File: config.mk
export PLATFORM = sky130hd
export DESIGN_NAME = uart_receiving_msg
export DESIGN_NICKNAME = d
export VERILOG_FILES = /design/src/rtl/uart_receiving_msg.sv
export SDC_FILE = /design/constraint.sdc
export NUM_CORES = 1
export LEC_CHECK = 0
export ABC_CLOCK_PERIOD_IN_PS = 2600
export CORE_UTILIZATION = 25
export DETAILED_ROUTE_END_ITERATION = 6
export GPL_ROUTABILITY_DRIVEN = 1
export REMOVE_ABC_BUFFERS = 1
export SLEW_MARGIN = 10
export SYNTH_ARGS = -nofsm -noshare
export SYNTH_HDL_FRONTEND = slang
export SYNTH_SLANG_ARGS = --single-unit
export TNS_END_PERCENT = 5
File: constraint.sdc
create_clock -name clk -period 2.6 [get_ports clk]
set_input_delay 0.65 -clock clk [delete_from_list [all_inputs] [get_ports clk]]
set_output_delay 0.65 -clock clk [all_outputs]
set_load 0.05 [all_outputs]
File: src/rtl/uart_receiving_msg.sv
// Multi-byte 8N1 UART receiver: assembles msg_size_byte bytes (first byte in
// the low byte) into one message word and strobes msg_valid on completion.
module uart_receiving_msg #(
  parameter int unsigned clk_freq      = 1000000,
  parameter int unsigned baud_rate     = 9600,
  parameter int unsigned msg_size_byte = 4,
  parameter int unsigned timeout_bits  = 20
) (
  input  logic                       clk,
  input  logic                       reset,
  input  logic                       rx,
  output logic [8*msg_size_byte-1:0] msg,
  output logic                       msg_valid,
  output logic                       frame_error,
  output logic                       busy
);

  localparam int unsigned BP      = clk_freq / baud_rate;
  localparam int unsigned HP      = BP / 2;
  localparam int unsigned MSG_W   = 8 * msg_size_byte;
  localparam int unsigned CNT_W   = (BP > 1) ? $clog2(BP) : 1;
  localparam int unsigned BYTE_W  = (msg_size_byte > 1) ? $clog2(msg_size_byte) : 1;
  localparam int unsigned TO_CYC  = timeout_bits * BP;
  localparam int unsigned TO_LAST = (TO_CYC > 0) ? TO_CYC - 1 : 0;
  localparam int unsigned IDLE_W  = (TO_CYC > 1) ? $clog2(TO_CYC) : 1;
  localparam bit          TO_EN   = (timeout_bits != 0);

  typedef enum logic [1:0] {
    S_IDLE,
    S_START,
    S_DATA,
    S_STOP
  } state_e;

  state_e              state_q;
  logic                rx_meta_q;
  logic                rx_s_q;
  logic                armed_q;
  logic [CNT_W-1:0]    baud_q;
  logic [2:0]          bit_idx_q;
  logic [7:0]          shift_q;
  logic [BYTE_W-1:0]   byte_cnt_q;
  logic [MSG_W-1:0]    buf_q;
  logic [MSG_W-1:0]    msg_q;
  logic [IDLE_W-1:0]   idle_q;
  logic                msg_valid_q;
  logic                frame_error_q;

  logic                half_tick_c;
  logic                bit_tick_c;
  logic [MSG_W-1:0]    buf_ins_c;

  // Baud counter terminal counts: mid start bit, and one full bit later
  assign half_tick_c = (baud_q == CNT_W'(HP - 1));
  assign bit_tick_c  = (baud_q == CNT_W'(BP - 1));

  // Partial buffer with the just-received byte placed in its slot
  always_comb begin
    buf_ins_c = buf_q;
    for (int unsigned i = 0; i < msg_size_byte; i++) begin
      if (byte_cnt_q == BYTE_W'(i)) begin
        buf_ins_c[8*i +: 8] = shift_q;
      end
    end
  end

  // Two-flop synchroniser for the asynchronous serial line, idle-high preset
  always_ff @(posedge clk) begin
    if (!reset) begin
      rx_meta_q <= 1'b1;
      rx_s_q    <= 1'b1;
    end else begin
      rx_meta_q <= rx;
      rx_s_q    <= rx_meta_q;
    end
  end

  // Receive FSM, byte assembly, inter-byte timeout and output strobes
  always_ff @(posedge clk) begin
    if (!reset) begin
      state_q       <= S_IDLE;
      armed_q       <= 1'b1;
      baud_q        <= '0;
      bit_idx_q     <= '0;
      shift_q       <= '0;
      byte_cnt_q    <= '0;
      buf_q         <= '0;
      msg_q         <= '0;
      idle_q        <= '0;
      msg_valid_q   <= 1'b0;
      frame_error_q <= 1'b0;
    end else begin
      msg_valid_q   <= 1'b0;
      frame_error_q <= 1'b0;
      case (state_q)
        S_IDLE: begin
          baud_q <= '0;
          // After a framing error the line must be seen idle before re-arming
          if (rx_s_q) begin
            armed_q <= 1'b1;
          end
          if (armed_q && !rx_s_q) begin
            state_q <= S_START;
            idle_q  <= '0;
          end else if (TO_EN && (byte_cnt_q != '0)) begin
            if (idle_q == IDLE_W'(TO_LAST)) begin
              byte_cnt_q <= '0;
              buf_q      <= '0;
              idle_q     <= '0;
            end else begin
              idle_q <= idle_q + 1'b1;
            end
          end else begin
            idle_q <= '0;
          end
        end

        S_START: begin
          if (half_tick_c) begin
            baud_q <= '0;
            if (rx_s_q) begin
              state_q <= S_IDLE;
            end else begin
              state_q   <= S_DATA;
              bit_idx_q <= '0;
            end
          end else begin
            baud_q <= baud_q + 1'b1;
          end
        end

        S_DATA: begin
          if (bit_tick_c) begin
            baud_q    <= '0;
            shift_q   <= {rx_s_q, shift_q[7:1]};
            bit_idx_q <= bit_idx_q + 1'b1;
            if (bit_idx_q == 3'd7) begin
              state_q <= S_STOP;
            end
          end else begin
            baud_q <= baud_q + 1'b1;
          end
        end

        S_STOP: begin
          if (bit_tick_c) begin
            baud_q  <= '0;
            state_q <= S_IDLE;
            if (rx_s_q) begin
              if (byte_cnt_q == BYTE_W'(msg_size_byte - 1)) begin
                msg_q       <= buf_ins_c;
                msg_valid_q <= 1'b1;
                byte_cnt_q  <= '0;
                buf_q       <= '0;
              end else begin
                buf_q      <= buf_ins_c;
                byte_cnt_q <= byte_cnt_q + 1'b1;
              end
            end else begin
              frame_error_q <= 1'b1;
              byte_cnt_q    <= '0;
              buf_q         <= '0;
              armed_q       <= 1'b0;
            end
          end else begin
            baud_q <= baud_q + 1'b1;
          end
        end

        default: begin
          state_q <= S_IDLE;
        end
      endcase
    end
  end

  assign msg         = msg_q;
  assign msg_valid   = msg_valid_q;
  assign frame_error = frame_error_q;
  assign busy        = (state_q != S_IDLE) || (byte_cnt_q != '0);

endmodule

==> out/results.txt, run 1 <==
library cells used by synthesis - 45
crit start category - flop
Max VDD drop - 0.333 mV
Fill cells - 1648
worst path buffer plus inverter count - 0
CP cell instances - or4_1, or3_1, o22ai_4, o21a_1, o22ai_1
fin crit period - 2.19 ns
Overall Global Routing Usage - 10.8%
# clock sinks - 95
FF+latch count, synth - 95
Total Die Area - 16900 µm²
Final setup viols - 0
Wirelength per Cell - 12.8 µm
clock-pin slew on the worst setup and hold paths - 0.06 ns
CP endpoint kind - flop
global-route wire length before repair - 14.3 mm
post-DR vias/cell - 4.60
drt pass-1 iters - 4
H-tree level count - 3
cts repair resizes - 0
CP peak stage delay - 0.52 ns
post-route DRC violation count - 0
cell count after synthesis - 438
CTS tree - yes
Hold Slack - 0.405 ns
initial antenna violation count - 0
GP Congestion - 0.769
CP top delay family - simple AND/OR/NAND/NOR gates
final worst-path cycle share - 84.1%
gr ovfl total - 0
critical path's slowest cell - or4_1
RSZ-0062 raised after global routing - false
fmax - 457 MHz
MaxCap Viol Count - 0
register area share after synthesis - 46.5%
Post-synth top flop - dfxtp_1
root buf cell - clkbuf_16
post-route antenna net violation count - 0
initial core utilization - 25.6%
IO buf count - 37
final net count - 475
top cell type's share of synthesized area - 46.5%
worst min path class - flop to flop
TNS Setup - 0 ns
Yosys top cell by area - dfxtp_1
Synthesis Warnings - 0
Max FO, Critical Path - 9
worst setup margin - 0.414 ns
Post-Place Worst Slack - 0.399 ns
Hold Buf Count CTS - 0
Die Y - 130 µm
Rel. slew slack - 59.4%
EDFF count, synth - 0
measured slew at the worst slew-check pin - 0.609 ns
ANT cells - 0
Post-Syn Area - 4090 µm²
Leak - 0.00200 µW
drt first-iter violations - 205
CP Data Arrival Time - 2.40 ns
synth top area cells - dfxtp_1, mux2i_1, nand2_1
Layout area overhead - 22.3%
setup bufs post-CTS - 0
clock skew - 0.00729 ns
CTS max path bufs - 2
Async S/R FF share, synth - 0%
I/O pin cnt - 38
Setup CP Type - flop to flop
via count - 3145
final WL - 8.75 mm
Final HPWL DP - 6.21 mm
Die W - 130 µm
largest net degree at the start of global routing - 42
P per Cell Area - 584 nW/µm²
share of layout cells above drive strength 1 - 7.07%
Worst-Skew Late Latency - 0.34 ns
final slew viol count - 0
status - complete, no violations
CTS buffer count - 9
Core Box Area - 15900 µm²
# rows - 46
Post-Route Utilization - 31.4%
synthesized area per cell - 9.33 µm²
Worst EP required - 2.82 ns
Hold Fails Final Rpt - 0
vias in the first global route - 2993
-- final timing paths --
| path | from | end | slack, ns | cells past startpoint |
|---|---|---|---|---|
| worst max-delay path | idle_q[5] | buf_q[11] | 0.41 | 5 |
| worst min register to register | rx_meta_q | rx_s_q | 0.41 | 1 |
| worst max register to register | idle_q[5] | buf_q[11] | 0.41 | 5 |
| worst min-delay path | rx_meta_q | rx_s_q | 0.41 | 1 |
-- per-layer routing --
layer  up-vias  routed length, µm  global-route usage, %
li1       1585                  -                      -
met1      1494               4210                   13.7
met5         -                  0                      0
met3        10                410                   2.91
met2        56               3980                   17.5
met4         0                153                   4.24
-- report_power, final --
| group | internal, µW | switching, µW | leakage [µW] |
|---|---|---|---|
| combinational | 17.7 | 31.2 | 0.00108 |
| clock | 864 | 543 | 0.000159 |
| sequential | 1460 | 5.42 | 0.000765 |
-- area by class of cell --
type	count	area (µm²)	share of cell area, %
clock inverter	5	82.6	1.65
multi-input combinational	308	2050	41.0
inverter	3	11.3	0.225
timing repair buffer	46	443	8.86
sequential	95	1900	38.0
tap	216	270	5.41
clock buffer	10	239	4.78
-- placed cells by master, fill, tap and decap left out, types with 2 or more instances in the layout --
| master | count |
|---|---|
| clkdlybuf4s50_1 | 35 |
| dfxtp_1 | 95 |
| a21boi_0 | 8 |
| mux2i_1 | 33 |
| a22o_1 | 10 |
| o21a_1 | 5 |
| o211ai_1 | 2 |
| xor2_1 | 3 |
| nand3_1 | 11 |
| xnor2_1 | 6 |
| or4_1 | 2 |
| nand2_1 | 82 |
| o211a_1 | 24 |
| or3_1 | 3 |
| and3_1 | 7 |
| and2_1 | 3 |
| bufinv_16 | 2 |
| nor2b_1 | 18 |
| clkinv_4 | 2 |
| clkbuf_16 | 9 |
| a21oi_1 | 6 |
| nor4_1 | 4 |
| inv_1 | 3 |
| nand3_2 | 2 |
| a21o_1 | 3 |
| nand2b_1 | 5 |
| nor2_1 | 15 |
| nor3_1 | 2 |
| a22oi_1 | 3 |
| o22ai_1 | 16 |
| buf_4 | 9 |
| o21ai_0 | 11 |
| ha_1 | 9 |
-- synth_stat cells, types with 9 or more instances --
cell      instances
a22o_1           10
clkbuf_1         23
dfxtp_1          95
ha_1              9
mux2i_1          33
nand2_1          82
nand3_1          11
nor2_1           15
nor2b_1          18
o211a_1          24
o21ai_0          11
o22ai_1          16
-- logic make-up (layout without fill, tap and decap cells) --
logic type | Yosys count | after routing | synth area share, %
flops | 95 | 95 | 46.5
mux | 34 | 34 | 8.36
fa+ha+maj | 9 | 9 | 2.76
simple gates | 162 | 162 | 19.2
xor+xnor | 9 | 9 | 1.93
buf+inv | 35 | 64 | 3.31
compound gates | 94 | 94 | 17.9
-- stage by stage --
| stage | instance area [µm²] | instances | power, µW |
|---|---|---|---|
| 6_report | 5000 | 683 | 2920 |
| 5_1_grt | 5000 | 683 | 3020 |
| 4_1_cts | 5000 | 683 | 2960 |
| 3_5_place_dp | 4680 | 668 | 1540 |
| 3_3_place_gp | 4680 | 668 | 1540 |
| 2_1_floorplan | 3960 | 406 | 1510 |
-- state kept, by name (all words and copies together) (netlist names), 2 cells and up, named ones only --
register / flops
bit_idx_q: 3
shift_q: 8
idle_q: 12
baud_q: 7
msg: 32
buf_q: 24
byte_cnt_q: 2
Note: power is estimated with default switching activity, not from simulation.
==> run 2, diff against run 1 <==
Settings changed: ABC_CLOCK_PERIOD_IN_PS 2600 to 1900.
Clock period 2.6 ns to 1.9 ns, I/O delays scaled along.
==> out/results.txt, run 2 (same netlist as run 1, synthesis figures left out) <==
status - finished, violations left
failing checks - setup timing
via count - 3227
Layout area overhead - 27.4%
Worst-Skew Late Latency - 0.34 ns
Hold Buf Count CTS - 0
Largest register FFs - 32
Post-Place Worst Slack - -0.261 ns
worst r2r dst - buf_q[1]
commonest non-fill, non-tap cell in the layout - dfxtp_1
R2R cell count - 6
H-tree level count - 3
hold depth - 1
I/O pin cnt - 38
Post-Route Utilization - 32.7%
Worst Hold Endpoint - rx_s_q
fin crit period - 1.96 ns
# clock sinks - 95
worst min path class - flop to flop
Hold Crit Start - rx_meta_q
crit start category - flop
largest net degree at the start of global routing - 62
final net count - 497
Max FO, Critical Path - 8
final WL - 9.17 mm
CP endpoint kind - flop
fmax - 511 MHz
GP Congestion - 0.787
CP peak stage delay - 0.52 ns
Hold Fails Final Rpt - 0
final slew viol count - 0
R2R setup slack - -0.06 ns
commonest non-fill, non-tap cells in the layout - dfxtp_1, nand2_1, buf_4
share of layout cells above drive strength 1 - 20.8%
Top Layer Used - met4
Leak - 0.00220 µW
Die Y - 130 µm
worst setup margin - -0.0571 ns
Die W - 130 µm
Worst EP required - 2.13 ns
metal3 WL - 347 µm
clock-pin slew on the worst setup and hold paths - 0.06 ns
drt first-iter violations - 161
global-route wire length before repair - 15.0 mm
Wirelength per Cell - 13.0 µm
Setup CP Type - flop to flop
post-route DRC violation count - 0
CTS max path bufs - 2
MaxCap Viol Count - 0
post-route antenna net violation count - 0
measured slew at the worst slew-check pin - 0.494 ns
Max VDD drop - 0.427 mV
DP Cell Count - 689
Final HPWL DP - 6.33 mm
post-DR vias/cell - 4.57
Final setup viols - 22
RSZ-0062 raised after global routing - true
wl on met1 - 4.43 mm
gr ovfl total - 0
CTS tree - yes
# rows - 46
DR WL met2 - 4.26 mm
IO buf count - 37
Rel. slew slack - 66.7%
P per Cell Area - 746 nW/µm²
root buf cell - clkbuf_16
Fill cells - 1637
vias in the first global route - 3172
initial core utilization - 25.6%
critical path's slowest cell - or4_1
post-route insts no fill - 706
initial antenna violation count - 0
Reg2Reg Launch Point - idle_q[6]
drt pass-1 iters - 4
Total Die Area - 16900 µm²
clock skew - 0.00593 ns
final worst-path cycle share - 103%
CP cell instances - or4_1, or3_4, o22ai_4, buf_12, a21boi_4, a22o_1
Overall Global Routing Usage - 11.2%
CP Data Arrival Time - 2.19 ns
Hold Slack - 0.426 ns
ANT cells - 0
Core Box Area - 15900 µm²
CTS buffer count - 9
[run 2: changes by cell type in the layout (fill, tap and decap cells not counted), sizes merged]
cell	change
bufinv	-1
clkdlybuf4s50	-34
clkinv	+1
clkbuf	+1
buf	+56
[run 2: area by class of cell]
class,instances,area [µm²],share of cell area [%]
well taps,216,270,5.19
multi-input cells,308,2150,41.3
clock inverters,5,57.6,1.11
repair buffers,68,572,11.0
clock buffers,11,243,4.66
inverters,3,11.3,0.216
flip-flops and latches,95,1900,36.5
[run 2: layer usage]
| layer | global-route usage, % | up-vias |
|---|---|---|
| li1 | - | 1635 |
| met1 | 14.4 | 1538 |
| met2 | 18.0 | 43 |
| met3 | 2.71 | 11 |
| met4 | 4.10 | 0 |
| met5 | 0 | - |
[run 2: repair_timing]
| item | in CTS | in global routing |
|---|---|---|
| pin swaps | 8 | 2 |
| resized for setup | 12 | 10 |
| setup endpoints to repair | 34 | 37 |
| buffers inserted | 1 | 0 |
| hold endpoints to repair | 0 | 0 |
[run 2: how the worst max path moves through the flow]
stage	to	cells past startpoint	from	slack, ns
2_1_floorplan	msg[0]	5	baud_q[5]	-0.37
3_3_place_gp	buf_q[19]	5	idle_q[5]	-0.17
3_5_place_dp	buf_q[19]	5	idle_q[5]	-0.26
4_1_cts	buf_q[1]	6	idle_q[6]	-0.06
5_1_grt	buf_q[21]	6	idle_q[6]	-0.10
6_report	buf_q[1]	6	idle_q[6]	-0.06
[run 2: worst max-delay path: cells and delay by family (launching register included)]
kind	cells	cell delay (ns)
and+or+nand+nor	2	0.90
AOI/OAI and AO/OA	3	0.48
DFF	1	0.31
buffers and inverters	1	0.15
[run 2: power breakdown]
group / switching (µW) / leakage [µW] / internal [µW] / total [µW]
registers: 1.48 / 0.000765 / 1990 / 2000
clock network: 750 / 0.000149 / 1060 / 1810
logic: 51.2 / 0.00129 / 31.1 / 82.3
[run 2: per-stage QoR]
step                      power (µW)  setup TNS, ns  area, µm²
after global placement          2120          -4.22       4770
after CTS                       3930         -0.514       5160
after global routing            4030          -2.06       5210
final                           3880         -0.594       5210
after detailed placement        2120          -5.75       4770
after floorplan                 2070         -16.84       3960
==> run 3, diff against run 2 <==
Settings changed: REMOVE_ABC_BUFFERS 1 to not set.
==> out/results.txt, run 3 (same netlist as run 1, synthesis figures left out) <==
status - finished, violations left
failing checks - setup timing
TNS Setup - -0.227 ns
clock skew - 0.00752 ns
Die Y - 130 µm
Rel. slew slack - 69.0%
vias in the first global route - 3263
measured slew at the worst slew-check pin - 0.458 ns
MaxCap Viol Count - 0
H-tree level count - 3
largest net degree at the start of global routing - 55
IO buf count - 37
clock-pin slew on the worst setup and hold paths - 0.07 ns
final net count - 503
GP Congestion - 0.849
Worst-Skew Late Latency - 0.35 ns
root buf cell - clkbuf_16
metal3 WL - 283 µm
I/O pin cnt - 38
commonest non-fill, non-tap cell in the layout - dfxtp_1
ANT cells - 0
Layout area overhead - 29.0%
share of layout cells above drive strength 1 - 22.2%
post-route DRC violation count - 0
design area - 5270 µm²
Final setup viols - 15
Top Layer Used - met4
Core Box Area - 15900 µm²
commonest non-fill, non-tap cells in the layout - dfxtp_1, nand2_1, buf_4
placed inst area - 4840 µm²
Leak - 0.00224 µW
final WL - 9.74 mm
Total Die Area - 16900 µm²
Fill cells - 1660
worst min path class - flop to flop
synthesized net count - 450
CTS tree - yes
CP endpoint kind - flop
fmax - 512 MHz
Post-Place Worst Slack - -0.0865 ns
global-route wire length before repair - 16.1 mm
drt pass-1 iters - 4
CP Data Arrival Time - 2.25 ns
Setup CP Type - flop to flop
Post-Route Utilization - 33.1%
via count - 3259
Wirelength per Cell - 13.7 µm
Max FO, Critical Path - 4
crit start category - flop
DR WL met2 - 4.84 mm
Die W - 130 µm
Max VDD drop - 0.398 mV
initial antenna violation count - 0
Overall Global Routing Usage - 12.5%
# rows - 46
initial core utilization - 25.6%
drt first-iter violations - 175
Hold Fails Final Rpt - 0
post-DR vias/cell - 4.58
worst setup margin - -0.0538 ns
RSZ-0062 raised after global routing - true
P per Cell Area - 739 nW/µm²
post-route antenna net violation count - 0
Worst EP required - 2.19 ns
CTS buffer count - 9
gr ovfl total - 0
Largest register FFs - 32
Hold Buf Count CTS - 0
fin crit period - 1.95 ns
Final HPWL DP - 6.78 mm
wl on met1 - 4.41 mm
final worst-path cycle share - 103%
# clock sinks - 95
CTS max path bufs - 2
final slew viol count - 0
-- run 3: cell types whose count changed in the layout (fill, tap and decap cells not counted), moves of 2 or more --
cell | previous run | this run
buf_4 | 59 | 65
nor4_1 | 1 | 3
dfxtp_2 | 0 | 2
clkinvlp_4 | 0 | 2
dfxtp_1 | 95 | 93
buf_6 | 3 | 0
-- run 3: critical path: stages (launching register included) --
cell and delay [ns]:
dfxtp_1 0.31, or4_1 0.51, or3_4 0.37, o22ai_4 0.15, bufbuf_16 0.28, and3_1 0.14, o21a_1 0.12
-- run 3: power breakdown --
part	switching [µW]	total [µW]	internal, µW
sequential	2.21	2000	1990
combinational	50.8	83.1	32.4
clock	796	1820	1020
-- run 3: cell type report --
class / count / area (µm²) / area share (%)
Inverter: 3 / 11.3 / 0.214
Multi-Input combinational cell: 308 / 2140 / 40.5
Clock buffer: 9 / 225 / 4.27
Sequential cell: 95 / 1900 / 36.1
Clock inverter: 7 / 72.6 / 1.38
Tap cell: 216 / 270 / 5.13
Timing Repair Buffer: 74 / 651 / 12.3
-- run 3: layer usage --
metal  track usage, %  up-vias
met5                0        -
met4             6.84        0
met3             2.95       14
met2             21.5       35
met1             14.3     1556
li1                 -     1654
-- run 3: worst paths after layout --
| check | start | endpoint | slack, ns | depth (start not counted) |
|---|---|---|---|---|
| hold / removal | rx_meta_q | rx_s_q | 0.42 | 1 |
| setup / recovery | idle_q[5] | byte_cnt_q[0] | -0.05 | 6 |
| setup reg to reg | idle_q[5] | byte_cnt_q[0] | -0.05 | 6 |
| hold reg to reg | rx_meta_q | rx_s_q | 0.42 | 1 |
-- run 3: stage by stage --
step / power, µW / instances / hold slack (ns)
2_1_floorplan: 2090 / 438 / 0.386
5_1_grt: 4040 / 712 / 0.434
3_5_place_dp: 2120 / 694 / 0.415
4_1_cts: 3960 / 712 / 0.423
6_report: 3900 / 712 / 0.420
3_3_place_gp: 2120 / 694 / 0.400
-- run 3: timing repair --
action                                  in CTS  in global routing
endpoints found under the hold margin        0                  0
endpoints found under the setup margin      30                 38
gates resized for setup                     16                  5
pin swaps                                    6                  1
setup buffers                                1                  0
gates cloned                                 1                  0
